[src/rtl/apb_pkg.sv]
// Shared APB definitions: master FSM encoding, default slave window and request payload.
package apb_pkg;

    localparam int unsigned ADDR_W = 32;
    localparam int unsigned DATA_W = 32;
    localparam int unsigned STRB_W = DATA_W / 8;

    localparam logic [ADDR_W-1:0] SLV_BASE_DEF  = 32'h0000_0200;
    localparam logic [ADDR_W-1:0] SLV_LIMIT_DEF = 32'h0000_11FF;

    typedef enum logic [1:0] {
        IDLE   = 2'd0,
        SETUP  = 2'd1,
        ACCESS = 2'd2,
        ERR    = 2'd3
    } apb_state_t;

    typedef struct packed {
        logic [ADDR_W-1:0] addr;
        logic              write;
        logic [DATA_W-1:0] wdata;
        logic [STRB_W-1:0] strb;
    } apb_req_t;

endpackage

[src/rtl/apb_timeout_cnt.sv]
// Wait-state watchdog: counts stalled ACCESS cycles and flags the terminal count.
module apb_timeout_cnt #(
    parameter int unsigned TIMEOUT = 255,
    parameter int unsigned CNT_W   = 8
) (
    input  logic clk,
    input  logic rst_n,
    input  logic clr,
    input  logic en,
    output logic expired_c
);

    logic [CNT_W-1:0] cnt_q;

    always_ff @(posedge clk or negedge rst_n) begin
        if (!rst_n) begin
            cnt_q <= '0;
        end else if (clr) begin
            cnt_q <= '0;
        end else if (en) begin
            cnt_q <= cnt_q + CNT_W'(1);
        end
    end

    // Terminal count is one below TIMEOUT so the abort lands on the TIMEOUT-th stalled cycle.
    assign expired_c = (TIMEOUT != 32'd0) && (cnt_q == CNT_W'(TIMEOUT - 32'd1));

endmodule

[src/rtl/apb_master_ctrl.sv]
// APB3 master sequencer: one CPU load/store at a time, window decode, wait states,
// slave errors and a watchdog abort, with a one-cycle response pulse.
module apb_master_ctrl
    import apb_pkg::*;
#(
    parameter logic [ADDR_W-1:0] SLV_BASE  = SLV_BASE_DEF,
    parameter logic [ADDR_W-1:0] SLV_LIMIT = SLV_LIMIT_DEF,
    parameter int unsigned       TIMEOUT   = 255,
    parameter int unsigned       CNT_W     = 8
) (
    input  logic              PCLK,
    input  logic              PRESETn,
    input  logic              req_valid,
    output logic              req_ready,
    input  logic              req_write,
    input  logic [ADDR_W-1:0] req_addr,
    input  logic [DATA_W-1:0] req_wdata,
    input  logic [STRB_W-1:0] req_strb,
    output logic              rsp_valid,
    output logic [DATA_W-1:0] rsp_rdata,
    output logic              rsp_err,
    output logic              busy,
    output logic [ADDR_W-1:0] PADDR,
    output logic              PSEL,
    output logic              PENABLE,
    output logic              PWRITE,
    output logic [DATA_W-1:0] PWDATA,
    output logic [STRB_W-1:0] PSTRB,
    input  logic [DATA_W-1:0] PRDATA,
    input  logic              PREADY,
    input  logic              PSLVERR
);

    apb_state_t        state_q, state_d;
    apb_req_t          bus_q, bus_d;
    logic              psel_q, psel_d;
    logic              penable_q, penable_d;
    logic              rsp_valid_q, rsp_valid_d;
    logic              rsp_err_q, rsp_err_d;
    logic [DATA_W-1:0] rsp_rdata_q, rsp_rdata_d;
    logic              hit_c;
    logic              cnt_clr_c;
    logic              cnt_en_c;
    logic              expired_c;

    assign hit_c = (req_addr >= SLV_BASE) && (req_addr <= SLV_LIMIT) &&
                   (req_addr[1:0] == 2'b00);

    apb_timeout_cnt #(
        .TIMEOUT (TIMEOUT),
        .CNT_W   (CNT_W)
    ) u_timeout_cnt (
        .clk       (PCLK),
        .rst_n     (PRESETn),
        .clr       (cnt_clr_c),
        .en        (cnt_en_c),
        .expired_c (expired_c)
    );

    always_ff @(posedge PCLK or negedge PRESETn) begin
        if (!PRESETn) begin
            state_q     <= IDLE;
            bus_q       <= '0;
            psel_q      <= 1'b0;
            penable_q   <= 1'b0;
            rsp_valid_q <= 1'b0;
            rsp_err_q   <= 1'b0;
            rsp_rdata_q <= '0;
        end else begin
            state_q     <= state_d;
            bus_q       <= bus_d;
            psel_q      <= psel_d;
            penable_q   <= penable_d;
            rsp_valid_q <= rsp_valid_d;
            rsp_err_q   <= rsp_err_d;
            rsp_rdata_q <= rsp_rdata_d;
        end
    end

    // Bus payload holds between transfers; the response fields only live for one cycle.
    always_comb begin
        state_d     = state_q;
        bus_d       = bus_q;
        psel_d      = psel_q;
        penable_d   = penable_q;
        rsp_valid_d = 1'b0;
        rsp_err_d   = 1'b0;
        rsp_rdata_d = '0;
        cnt_clr_c   = 1'b0;
        cnt_en_c    = 1'b0;

        case (state_q)
            IDLE: begin
                if (req_valid) begin
                    if (hit_c) begin
                        state_d     = SETUP;
                        psel_d      = 1'b1;
                        penable_d   = 1'b0;
                        bus_d.addr  = req_addr;
                        bus_d.write = req_write;
                        bus_d.wdata = req_wdata;
                        bus_d.strb  = req_write ? req_strb : '0;
                    end else begin
                        state_d = ERR;
                    end
                end
            end
            SETUP: begin
                state_d   = ACCESS;
                penable_d = 1'b1;
                cnt_clr_c = 1'b1;
            end
            ACCESS: begin
                // A ready slave wins over a watchdog expiring on the same edge.
                if (PREADY) begin
                    state_d     = IDLE;
                    psel_d      = 1'b0;
                    penable_d   = 1'b0;
                    rsp_valid_d = 1'b1;
                    rsp_err_d   = PSLVERR;
                    rsp_rdata_d = (!bus_q.write && !PSLVERR) ? PRDATA : '0;
                end else begin
                    cnt_en_c = 1'b1;
                    if (expired_c) begin
                        state_d     = IDLE;
                        psel_d      = 1'b0;
                        penable_d   = 1'b0;
                        rsp_valid_d = 1'b1;
                        rsp_err_d   = 1'b1;
                    end
                end
            end
            ERR: begin
                state_d     = IDLE;
                rsp_valid_d = 1'b1;
                rsp_err_d   = 1'b1;
            end
            default: begin
                state_d = IDLE;
            end
        endcase
    end

    assign req_ready = (state_q == IDLE);
    assign busy      = (state_q != IDLE);

    assign PADDR     = bus_q.addr;
    assign PWRITE    = bus_q.write;
    assign PWDATA    = bus_q.wdata;
    assign PSTRB     = bus_q.strb;
    assign PSEL      = psel_q;
    assign PENABLE   = penable_q;
    assign rsp_valid = rsp_valid_q;
    assign rsp_err   = rsp_err_q;
    assign rsp_rdata = rsp_rdata_q;

endmodule

[config.mk]
export PLATFORM = sky130hd
export DESIGN_NAME = apb_master_ctrl
export DESIGN_NICKNAME = d
export VERILOG_FILES = /design/src/rtl/apb_pkg.sv /design/src/rtl/apb_timeout_cnt.sv /design/src/rtl/apb_master_ctrl.sv
export SDC_FILE = /design/constraint.sdc
export NUM_CORES = 1
export LEC_CHECK = 0
export ABC_AREA = 1
export CORE_MARGIN = 8
export CORE_UTILIZATION = 35
export DETAILED_ROUTE_END_ITERATION = 10
export GPL_ROUTABILITY_DRIVEN = 0
export GPL_TIMING_DRIVEN = 0
export PLACE_DENSITY = 0.74
export SYNTH_ARGS = -nofsm -noshare
export SYNTH_HDL_FRONTEND = slang
export SYNTH_SLANG_ARGS = --single-unit
[constraint.sdc]
create_clock -name PCLK -period 3.7 [get_ports PCLK]
set_clock_uncertainty 0.1 [all_clocks]
set_input_delay 0.74 -clock PCLK [delete_from_list [all_inputs] [get_ports PCLK]]
set_output_delay 0.74 -clock PCLK [all_outputs]
set_load 0.03 [all_outputs]
==> qor.txt, run 1 <==
YOSYS
--------------------------------------------------------------------------------------
Mux cell area share after synthesis                                                 0%
Number of nets in the synthesized netlist                                          561
Area of the mapped netlist                                                    4420 um2
Post-synthesis xor/xnor area fraction                                           0.198%
Yosys top cell area share                                                        65.1%
Main flop type after synthesis                                                 dfrtp_1
Fraction of the yosys area taken by sequential cells                             65.1%
Instance count of the mapped netlist                                               453
Number of enable flip-flop cells after synthesis                                     0
Largest family of logic cells by synthesized area                         simple AND/OR/NAND/NOR gates
Leading post-synthesis cells by cell area                                 dfrtp_1, nand2_1, nor3b_1, nor2_1, inv_1
Synth Area in Simple Gates                                                       25.8%
Most common cell in the synthesized netlist                                    nand2_1
Number of distinct standard cells referenced by the synthesized netlist             29
Ys Warns                                                                             0
Fraction of the mapped netlist area in compound gates                            2.32%
Synth top cells by count                                                  nand2_1, dfrtp_1, nor2_1, inv_1, nor3b_1
Yosys reg bits                                                                     115
Ys async rst share                                                                100%
Synth Area in Adders                                                            0.566%
Dominant cell type by area after synthesis                                     dfrtp_1
Average footprint of a synthesized cell                                       9.75 um2

STATUS
--------------------------------------------------------------------------------------
Result of the run                                                         finished clean

STA
--------------------------------------------------------------------------------------
Final worst hold slack                                                        0.311 ns
Final critical-path share of the clock period                                    71.6%
Post-route setup slack                                                         1.05 ns
Unrepaired setup endpoints after global routing                                     no
Worst rel slew slack                                                             48.6%
Total count of max-transition violations in the final report                         0
Total count of hold-check failures in the final report                               0
Worst Max-Slew Pin Slew                                                       0.771 ns
Maximum frequency from static timing analysis                                0.378 GHz
Setup Viol. Count Final                                                              0
Final worst path period need                                                   2.65 ns

WORST SETUP PATH
--------------------------------------------------------------------------------------
Cell mode on critical path                                                       inv_1
Required @ worst endpoint                                                      2.86 ns
Type of destination of the critical path                                   output port
Largest fanout of any net on the critical path                                       4
Worst setup SP type                                                          flip-flop
Cells along the critical path                                             inv_1, nand2_1, inv_1, clkdlybuf4s50_1
Data arrival time of the critical path                                         1.81 ns
Crit-path max cell delay                                                       0.69 ns
Critical path class                                                       flip-flop to output port
Critical path's slowest cell                                              clkdlybuf4s50_1
Flop-to-flop setup slack                                                       1.96 ns

CLOCKING
--------------------------------------------------------------------------------------
CTS tree                                                                           yes
Clk Tree Root Cell                                                           clkbuf_16
Number of buffers on the longest clock path                                          2
Clock transition at the registers of the reported paths                        0.05 ns
Clk Latency, worst-skew pair                                                   0.40 ns
Buffers inserted during post-CTS setup optimization                                  0
Post-cts gate resize count                                                           0
Max H-tree Level                                                                     4
CTS Hold Bufs                                                                        0
TritonCTS Buffers                                                                   17
Number of clock sinks                                                              115

FLOW RUN
--------------------------------------------------------------------------------------
Max-capacitance violation count                                                      0

FLOORPLAN
--------------------------------------------------------------------------------------
I/O pin count                                                                      213
Die Width                                                                       128 um
Number of rows in the core area                                                     41
Core area                                                                    12500 um2
Die footprint                                                                16500 um2
Die height                                                                      128 um
Starting Density                                                                 35.4%

PLACEMENT
--------------------------------------------------------------------------------------
Post-detailed-placement cell area                                             6780 um2
Number of placed cells counting well taps                                          838
Dpl hpwl                                                                       10.1 mm
Post-Place Worst Slack                                                        0.993 ns
Number of port buffers                                                             212

ROUTING
--------------------------------------------------------------------------------------
Vias after detailed routing                                                       3823
WL final                                                                       13.1 mm
TritonRoute pass-1 iters                                                             4
Avg WL per Cell                                                                15.0 um
Number of design rule violations left after detail routing                           0
DR iter-0 viols                                                                    272
Number of vias per cell after detailed routing                                    4.39
Number of routed nets with antenna violations                                        0

CELLS AND AREA
--------------------------------------------------------------------------------------
Filler cells                                                                      1058
Non-filler instance count after layout                                             870
Final standard cell area without fillers                                      7360 um2
Antenna fix cells                                                                    0
Area delta synth->final                                                          66.6%
Share of cells above drive strength 1                                            7.02%
Net count of the finished layout                                                   793

GLOBAL ROUTE
--------------------------------------------------------------------------------------
Global-route wire length before repair                                         20.8 mm
Maximum number of pins on one net before global-route repair                        61
GR Util All Layers                                                               16.3%
Vias in the first global route                                                    4030
Aggregate global routing overflow                                                    0
Antenna violations before repair                                                     0

POWER AND IR DROP
--------------------------------------------------------------------------------------
Maximum vdd ir drop                                                           0.270 mV
Power density over the cells                                                487 nW/um2
Power, Total                                                                   3.58 mW
Total leakage power                                                            3.53 nW

WORST HOLD PATH
--------------------------------------------------------------------------------------
Type of the tightest min-delay check                                      input port to asynchronous set/reset pin

## final cells by class
type,count,area [um2],area share [%]
inverters,41,155,2.11
clock buffers,23,478,6.49
repair buffers,213,2150,29.2
plain buffers,18,110,1.50
clock inverters,9,104,1.41
well taps,172,215,2.92
multi-input cells,279,1270,17.3
flip-flops and latches,115,2880,39.1
## path summary, 6_finish.rpt
check | cells after the start | to | from
setup reg to reg | 7 | PADDR[10] | state_q[0]
hold / removal | 1 | PADDR[22] | PRESETn
setup / recovery | 4 | req_ready | state_q[0]
max in group asynchronous | 2 | rsp_rdata[19] | PRESETn
min in group PCLK | 2 | PADDR[7] | PADDR[7]
hold reg to reg | 2 | PADDR[7] | PADDR[7]
## cell usage in the layout, fill, tap and decap left out, types with 5 or more instances in the layout
cell type          n
nor2_1            42
clkbuf_16         17
dfrtp_1          115
clkinv_2           5
clkdlybuf4s50_1  211
inv_1             38
nand2_1          163
clkbuf_1           8
nor3b_1           32
nand3_1            9
o21ai_0            8
nand4_1            6
## per-layer routing
layer | vias to the layer above | part of all wire, % | GRT usage, %
li1 | 1863 | - | -
met1 | 1812 | 38 | 16.9
met2 | 131 | 51 | 27.7
met3 | 17 | 10 | 8.27
met4 | 0 | 1.5 | 5.87
met5 | - | 0 | 0
## metrics by stage
stage          TNS, ns  utilization (%)
6_report             0             59.1
5_1_grt              0             59.1
4_1_cts              0             59.1
3_5_place_dp         0             54.4
3_3_place_gp   -281.25             54.2
2_1_floorplan        0                -
## registers in the layout, summed over array words and instances (netlist names), 2 cells and up
register / count
PADDR: 32
PSTRB: 4
PWDATA: 32
rsp_rdata: 32
state_q: 2
u_timeout_cnt.cnt_q: 8
## critical path, delay by kind of cell (launching register included)
kind	cells	cell delay, ns
AND/OR/NAND/NOR	1	0.12
flip-flops	1	0.40
buffers and inverters	3	0.88
## cell families after synthesis
logic type / Yosys count
compound gates: 18
xor+xnor: 1
flops: 115
simple gates: 258
buf+inv: 59
fa+ha+maj: 2
## power by group
| group | internal (mW) | switching, mW | leakage (nW) |
|---|---|---|---|
| Sequential | 1.33 | 0.0462 | 1.48 |
| Combinational | 0.273 | 0.350 | 1.77 |
| Clock | 1.04 | 0.541 | 0.283 |
Note: power is estimated with default switching activity, not from simulation.
==> run 2: changes to the inputs <==
- clock period: 3.7 -> 2.5 ns (I/O delays scaled with it)
==> run 2 against run 1 <==
Compared with the run above:
- register-to-register slack worse by 1.2 ns
- final cell count unchanged
- sequential power up 48%
==> qor.txt, run 2 (synthesis gave the netlist of run 1 again) <==
STATUS
-------------------------------------------------------------------------------
Result of the run                                                  finished clean

ROUTING
-------------------------------------------------------------------------------
DR iter-0 viols                                                             280   +2.9%
Number of design rule violations left after detail routing                    0   unchanged
Vias after detailed routing                                                3832   +0.24%
Number of routed nets with antenna violations                                 0   unchanged
Avg WL per Cell                                                         15.0 um   about the same
TritonRoute pass-1 iters                                                      4   unchanged
WL final                                                                13.1 mm   about the same
Number of vias per cell after detailed routing                             4.40   +0.24%

FLOORPLAN
-------------------------------------------------------------------------------
Die Width                                                                128 um   unchanged
I/O pin count                                                               213   unchanged
Starting Density                                                          35.4%   unchanged
Core area                                                             12500 um2   unchanged
Die footprint                                                         16500 um2   unchanged
Number of rows in the core area                                              41   unchanged
Die height                                                               128 um   unchanged

WORST SETUP PATH
-------------------------------------------------------------------------------
Type of destination of the critical path                            output port
Number of cells traversed by the worst register-to-register path              7   unchanged
Data arrival time of the critical path                                  1.74 ns   -0.07 ns
Largest fanout of any net on the critical path                                4   unchanged
Required @ worst endpoint                                               1.90 ns   -0.96 ns
Worst setup SP type                                                   flip-flop
Critical path class                                                flip-flop to output port

PLACEMENT
-------------------------------------------------------------------------------
Dpl hpwl                                                                10.1 mm   unchanged
Number of port buffers                                                      212   unchanged
Post-Place Worst Slack                                                0.0331 ns   -0.960 ns

POWER AND IR DROP
-------------------------------------------------------------------------------
Share of total power consumed by net switching                            26.1%   about the same
Reg power frac                                                            38.5%   about the same
Total leakage power                                                     3.54 nW   +0.31%
Portion of total power attributed to the clock network                    44.1%   about the same
Maximum vdd ir drop                                                    0.399 mV   +48%
Share of total power in combinational logic                               17.4%   about the same
Power density over the cells                                         720 nW/um2   +48%
Internal power summed over all cells                                    3.91 mW   +48%
Power spent charging and discharging nets                               1.39 mW   +48%
Power, Total                                                            5.30 mW   +48%

CLOCKING
-------------------------------------------------------------------------------
TritonCTS Buffers                                                            17   unchanged
Max H-tree Level                                                              4   unchanged
Clock transition at the registers of the reported paths                 0.05 ns   about the same
Clk Tree Root Cell                                                    clkbuf_16
Number of clock sinks                                                       115   unchanged
Clk Latency, worst-skew pair                                            0.40 ns   about the same
Number of buffers on the longest clock path                                   2   unchanged
CTS tree                                                                    yes

GLOBAL ROUTE
-------------------------------------------------------------------------------
GR Util All Layers                                                        16.3%   unchanged
Aggregate global routing overflow                                             0   unchanged
Maximum number of pins on one net before global-route repair                 61   unchanged
Vias in the first global route                                             4030   unchanged
Antenna violations before repair                                              0   unchanged
Global-route wire length before repair                                  20.8 mm   unchanged

STA
-------------------------------------------------------------------------------
Worst rel slew slack                                                      48.6%   about the same
Worst Max-Slew Pin Slew                                                0.771 ns   -0.0000257 ns
Post-route setup slack                                                 0.161 ns   -0.890 ns
Setup TNS                                                                  0 ns   unchanged
Final critical-path share of the clock period                             93.5%
Total count of hold-check failures in the final report                        0   unchanged
Unrepaired setup endpoints after global routing                              no
Final worst path period need                                            2.34 ns
Total count of max-transition violations in the final report                  0   unchanged
Maximum frequency from static timing analysis                         0.428 GHz
Setup Viol. Count Final                                                       0   unchanged

CELLS AND AREA
-------------------------------------------------------------------------------
Most common cell after layout, fill and taps aside                 clkdlybuf4s50_1
Net count of the finished layout                                            793   unchanged
Filler cells                                                               1061   +0.28%
Area delta synth->final                                                   66.7%   about the same
Final core area utilization                                               59.1%   about the same
Most used cells in the layout excluding fill and tap cells         clkdlybuf4s50_1, nand2_1, dfrtp_1
Share of cells above drive strength 1                                     7.02%   unchanged
Antenna fix cells                                                             0   unchanged

WORST HOLD PATH
-------------------------------------------------------------------------------
Type of the tightest min-delay check                               input port to asynchronous set/reset pin

FLOW RUN
-------------------------------------------------------------------------------
Max-capacitance violation count                                               0   unchanged

[run 2: changes by cell type in the layout (fill, tap and decap cells not counted)]
cell             change
dlymetal6s2s_1       +1
clkdlybuf4s50_1      -1
[run 2: area by class of cell]
class / count / area, um2 / share of cell area [%]
inverters: 41 / 155 / 2.11
repair buffers: 213 / 2150 / 29.2
clock buffers: 23 / 478 / 6.49
clock inverters: 9 / 104 / 1.41
flip-flops and latches: 115 / 2880 / 39.1
multi-input cells: 279 / 1270 / 17.3
plain buffers: 18 / 110 / 1.50
well taps: 172 / 215 / 2.92
[run 2: power groups by stage]
stage	logic [mW]	clock network, mW	registers (mW)
5_1_grt	1.02	2.48	2.06
6_report	0.921	2.34	2.04
3_5_place_dp	0.928	0	2.07
3_3_place_gp	0.910	0	2.07
4_1_cts	0.936	2.39	2.04
2_1_floorplan	0.315	0	2.21
[run 2: critical path, stage by stage (launching register included)]
cell,delay [ns]
dfrtp_1,0.38
inv_1,0.08
nand2_1,0.16
clkdlybuf4s50_1,0.72
[run 2: path summary, 6_finish.rpt]
| kind | endpoint | startpoint | slack (ns) |
|---|---|---|---|
| worst min-delay path | PADDR[22] | PRESETn | 0.07 |
| max in group asynchronous | rsp_rdata[16] | PRESETn | 1.49 |
| worst max register to register | PADDR[10] | state_q[0] | 0.75 |
| worst max-delay path | busy | state_q[0] | 0.16 |
| min in group PCLK | PADDR[7] | PADDR[7] | 0.38 |
| worst min register to register | PADDR[7] | PADDR[7] | 0.38 |
[run 2: metal layers]
| metal | up-vias | track usage, % | routed length, um |
|---|---|---|---|
| met3 | 17 | 8.27 | 1320 |
| met5 | - | 0 | 0 |
| met2 | 129 | 27.7 | 6620 |
| met1 | 1820 | 16.9 | 4920 |
| met4 | 0 | 5.87 | 199 |
| li1 | 1866 | - | - |
[run 2: timing repair]
action,4_1_cts,5_1_grt
hold buffers,0,0
setup buffers,0,0
resized for setup,0,1
setup endpoints to repair,0,1
[run 2: through the flow]
stage,cell area (um2),hold slack (ns),cells
global route,7360,0.130,870
CTS,7360,0.0830,870
finish,7360,0.0721,870
global placement,6760,0.360,837
floorplan,4420,0.104,453
detailed placement,6780,0.364,838
==> run 3: changes to the inputs <==
- SETUP_SLACK_MARGIN: not set -> 0.2
==> run 3 against run 2 <==
Compared with the run above:
- final cell count is the same
- register-to-register slack hardly changed
- via count is 0.21% lower
- die area stayed put
- critical endpoint is now req_ready
- largest cell class unchanged
==> qor.txt, run 3 (synthesis gave the netlist of run 1 again) <==
STATUS
----------------------------------------------------------------------------------------
Result of the run                                                           finished clean

GLOBAL ROUTE
----------------------------------------------------------------------------------------
Antenna violations before repair                                                       0   unchanged
Vias in the first global route                                                      4030   unchanged
GR Util All Layers                                                                 16.3%   unchanged
Aggregate global routing overflow                                                      0   unchanged
Maximum number of pins on one net before global-route repair                          61   unchanged
Global-route wire length before repair                                           20.8 mm   unchanged

CLOCKING
----------------------------------------------------------------------------------------
Number of buffers on the longest clock path                                            2   unchanged
CTS Hold Bufs                                                                          0   unchanged
Number of clock sinks                                                                115   unchanged
Clk Latency, worst-skew pair                                                     0.40 ns   about the same
Clk Tree Root Cell                                                             clkbuf_16
Clock transition at the registers of the reported paths                          0.05 ns   about the same
Buffers inserted during post-CTS setup optimization                                    0   unchanged
Post-cts gate resize count                                                             2   +2
CTS tree                                                                             yes
Max H-tree Level                                                                       4   unchanged
TritonCTS Buffers                                                                     17   unchanged

WORST SETUP PATH
----------------------------------------------------------------------------------------
Critical path's slowest cell                                                dlygate4sd2_1
Cell mode on critical path                                                         inv_1
Data arrival time of the critical path                                           1.53 ns   -0.21 ns
Cells along the critical path                                               inv_1, nand2_1, inv_1, dlygate4sd2_1
Category of cells accounting for the largest share of critical-path delay   buffers and inverters
Number of cells traversed by the worst register-to-register path                       7   unchanged
Type of destination of the critical path                                     output port
Flop-to-flop setup slack                                                         0.76 ns   about the same
Largest fanout of any net on the critical path                                         4   unchanged
Required @ worst endpoint                                                        1.90 ns   about the same
Crit-path max cell delay                                                         0.42 ns   -0.30 ns
CP Buf/Inv Count                                                                       3   +1
Worst setup SP type                                                            flip-flop
RR Endpoint                                                                    PADDR[10]
Critical path class                                                         flip-flop to output port
Startpoint of the most critical register-to-register path                     state_q[0]

WORST HOLD PATH
----------------------------------------------------------------------------------------
Type of the tightest min-delay check                                        input port to asynchronous set/reset pin

CELLS AND AREA
----------------------------------------------------------------------------------------
Share of cells above drive strength 1                                              7.02%   unchanged
Filler cells                                                                        1060   -0.094%
Most used cells in the layout excluding fill and tap cells                  clkdlybuf4s50_1, nand2_1, dfrtp_1
Antenna fix cells                                                                      0   unchanged
Net count of the finished layout                                                     793   unchanged
Area delta synth->final                                                            66.6%   about the same
Most common cell after layout, fill and taps aside                          clkdlybuf4s50_1

STA
----------------------------------------------------------------------------------------
Final worst hold slack                                                         0.0708 ns   -0.00135 ns
Final worst path period need                                                     2.13 ns   -0.206 ns
Total count of hold-check failures in the final report                                 0   unchanged
Worst rel slew slack                                                               48.6%   about the same
Setup TNS                                                                           0 ns   unchanged
Setup Viol. Count Final                                                                0   unchanged
Unrepaired setup endpoints after global routing                                       no
Final critical-path share of the clock period                                      85.3%   -8.3 points
Maximum frequency from static timing analysis                                  0.469 GHz   +9.7%
Worst Max-Slew Pin Slew                                                         0.771 ns   +0.0000257 ns
Total count of max-transition violations in the final report                           0   unchanged

ROUTING
----------------------------------------------------------------------------------------
Avg WL per Cell                                                                  15.0 um   about the same
Met2 routed wirelength                                                           6.62 mm   about the same
Met1 wire length                                                                 4.93 mm   about the same
Number of design rule violations left after detail routing                             0   unchanged
Number of routed nets with antenna violations                                          0   unchanged
Vias after detailed routing                                                         3824   -0.21%
TritonRoute pass-1 iters                                                               4   unchanged
DR iter-0 viols                                                                      272   -2.9%
WL final                                                                         13.1 mm   about the same
Detail Route met3 WL                                                             1.32 mm   +0.23%
Top layer in use                                                                    met4
Number of vias per cell after detailed routing                                      4.40   -0.21%

PLACEMENT
----------------------------------------------------------------------------------------
Dpl hpwl                                                                         10.1 mm   unchanged
Number of port buffers                                                               212   unchanged

FLOORPLAN
----------------------------------------------------------------------------------------
Die footprint                                                                  16500 um2   unchanged
Number of rows in the core area                                                       41   unchanged
Die Width                                                                         128 um   unchanged
Starting Density                                                                   35.4%   unchanged
I/O pin count                                                                        213   unchanged
Die height                                                                        128 um   unchanged
Core area                                                                      12500 um2   unchanged

FLOW RUN
----------------------------------------------------------------------------------------
Max-capacitance violation count                                                        0   unchanged

POWER AND IR DROP
----------------------------------------------------------------------------------------
Maximum vdd ir drop                                                             0.399 mV   about the same
Total leakage power                                                              3.54 nW   -0.23%
Power density over the cells                                                  719 nW/um2   -0.14%

==> run 3: cell count changes in the layout (fill, tap and decap cells not counted) <==
cell             delta
clkdlybuf4s50_1     -1
dlygate4sd2_1       +2
dlymetal6s2s_1      -1
==> run 3: how the worst max path moves through the flow <==
stage,to,depth (start not counted),startpoint,slack [ns]
6_report,req_ready,4,state_q[0],0.37
3_5_place_dp,PADDR[26],9,req_addr[1],0.03
2_1_floorplan,PADDR[0],8,req_addr[1],0.82
4_1_cts,req_ready,4,state_q[0],0.34
5_1_grt,req_ready,4,state_q[0],0.21
3_3_place_gp,rsp_rdata[16],1,PRESETn,-3.41
==> run 3: report_power, final <==
part           switching [mW]  leakage [nW]  internal [mW]
logic                   0.518          1.77          0.391
clock network           0.801         0.283           1.54
registers              0.0683          1.48           1.97
==> run 3: per-layer routing <==
metal / GRT usage (%) / up-vias
met5: 0 / -
met4: 5.87 / 0
met3: 8.27 / 17
met2: 27.7 / 131
met1: 16.9 / 1813
li1: - / 1863
==> run 3: cell type report <==
type                       instances  area, um2  share of cell area [%]
clock buffer                      23        478                    6.49
tap                              172        215                    2.92
multi-input combinational        279       1270                    17.3
buffer                            18        110                    1.50
inverter                          41        155                    2.11
sequential                       115       2880                    39.1
clock inverter                     9        104                    1.41
timing repair buffer             213       2140                    29.1
==> run 3: metrics by stage <==
step / setup WS, ns / instances / power (mW) / util, % / instance area, um2
5_1_grt: 0.214 / 870 / 5.54 / 59.0 / 7360
6_report: 0.368 / 870 / 5.29 / 59.0 / 7360
3_5_place_dp: 0.0331 / 838 / 3.00 / 54.4 / 6780
2_1_floorplan: 0.821 / 453 / 2.52 / - / 4420
3_3_place_gp: -3.41 / 837 / 2.98 / 54.2 / 6760
4_1_cts: 0.335 / 870 / 5.36 / 59.0 / 7360
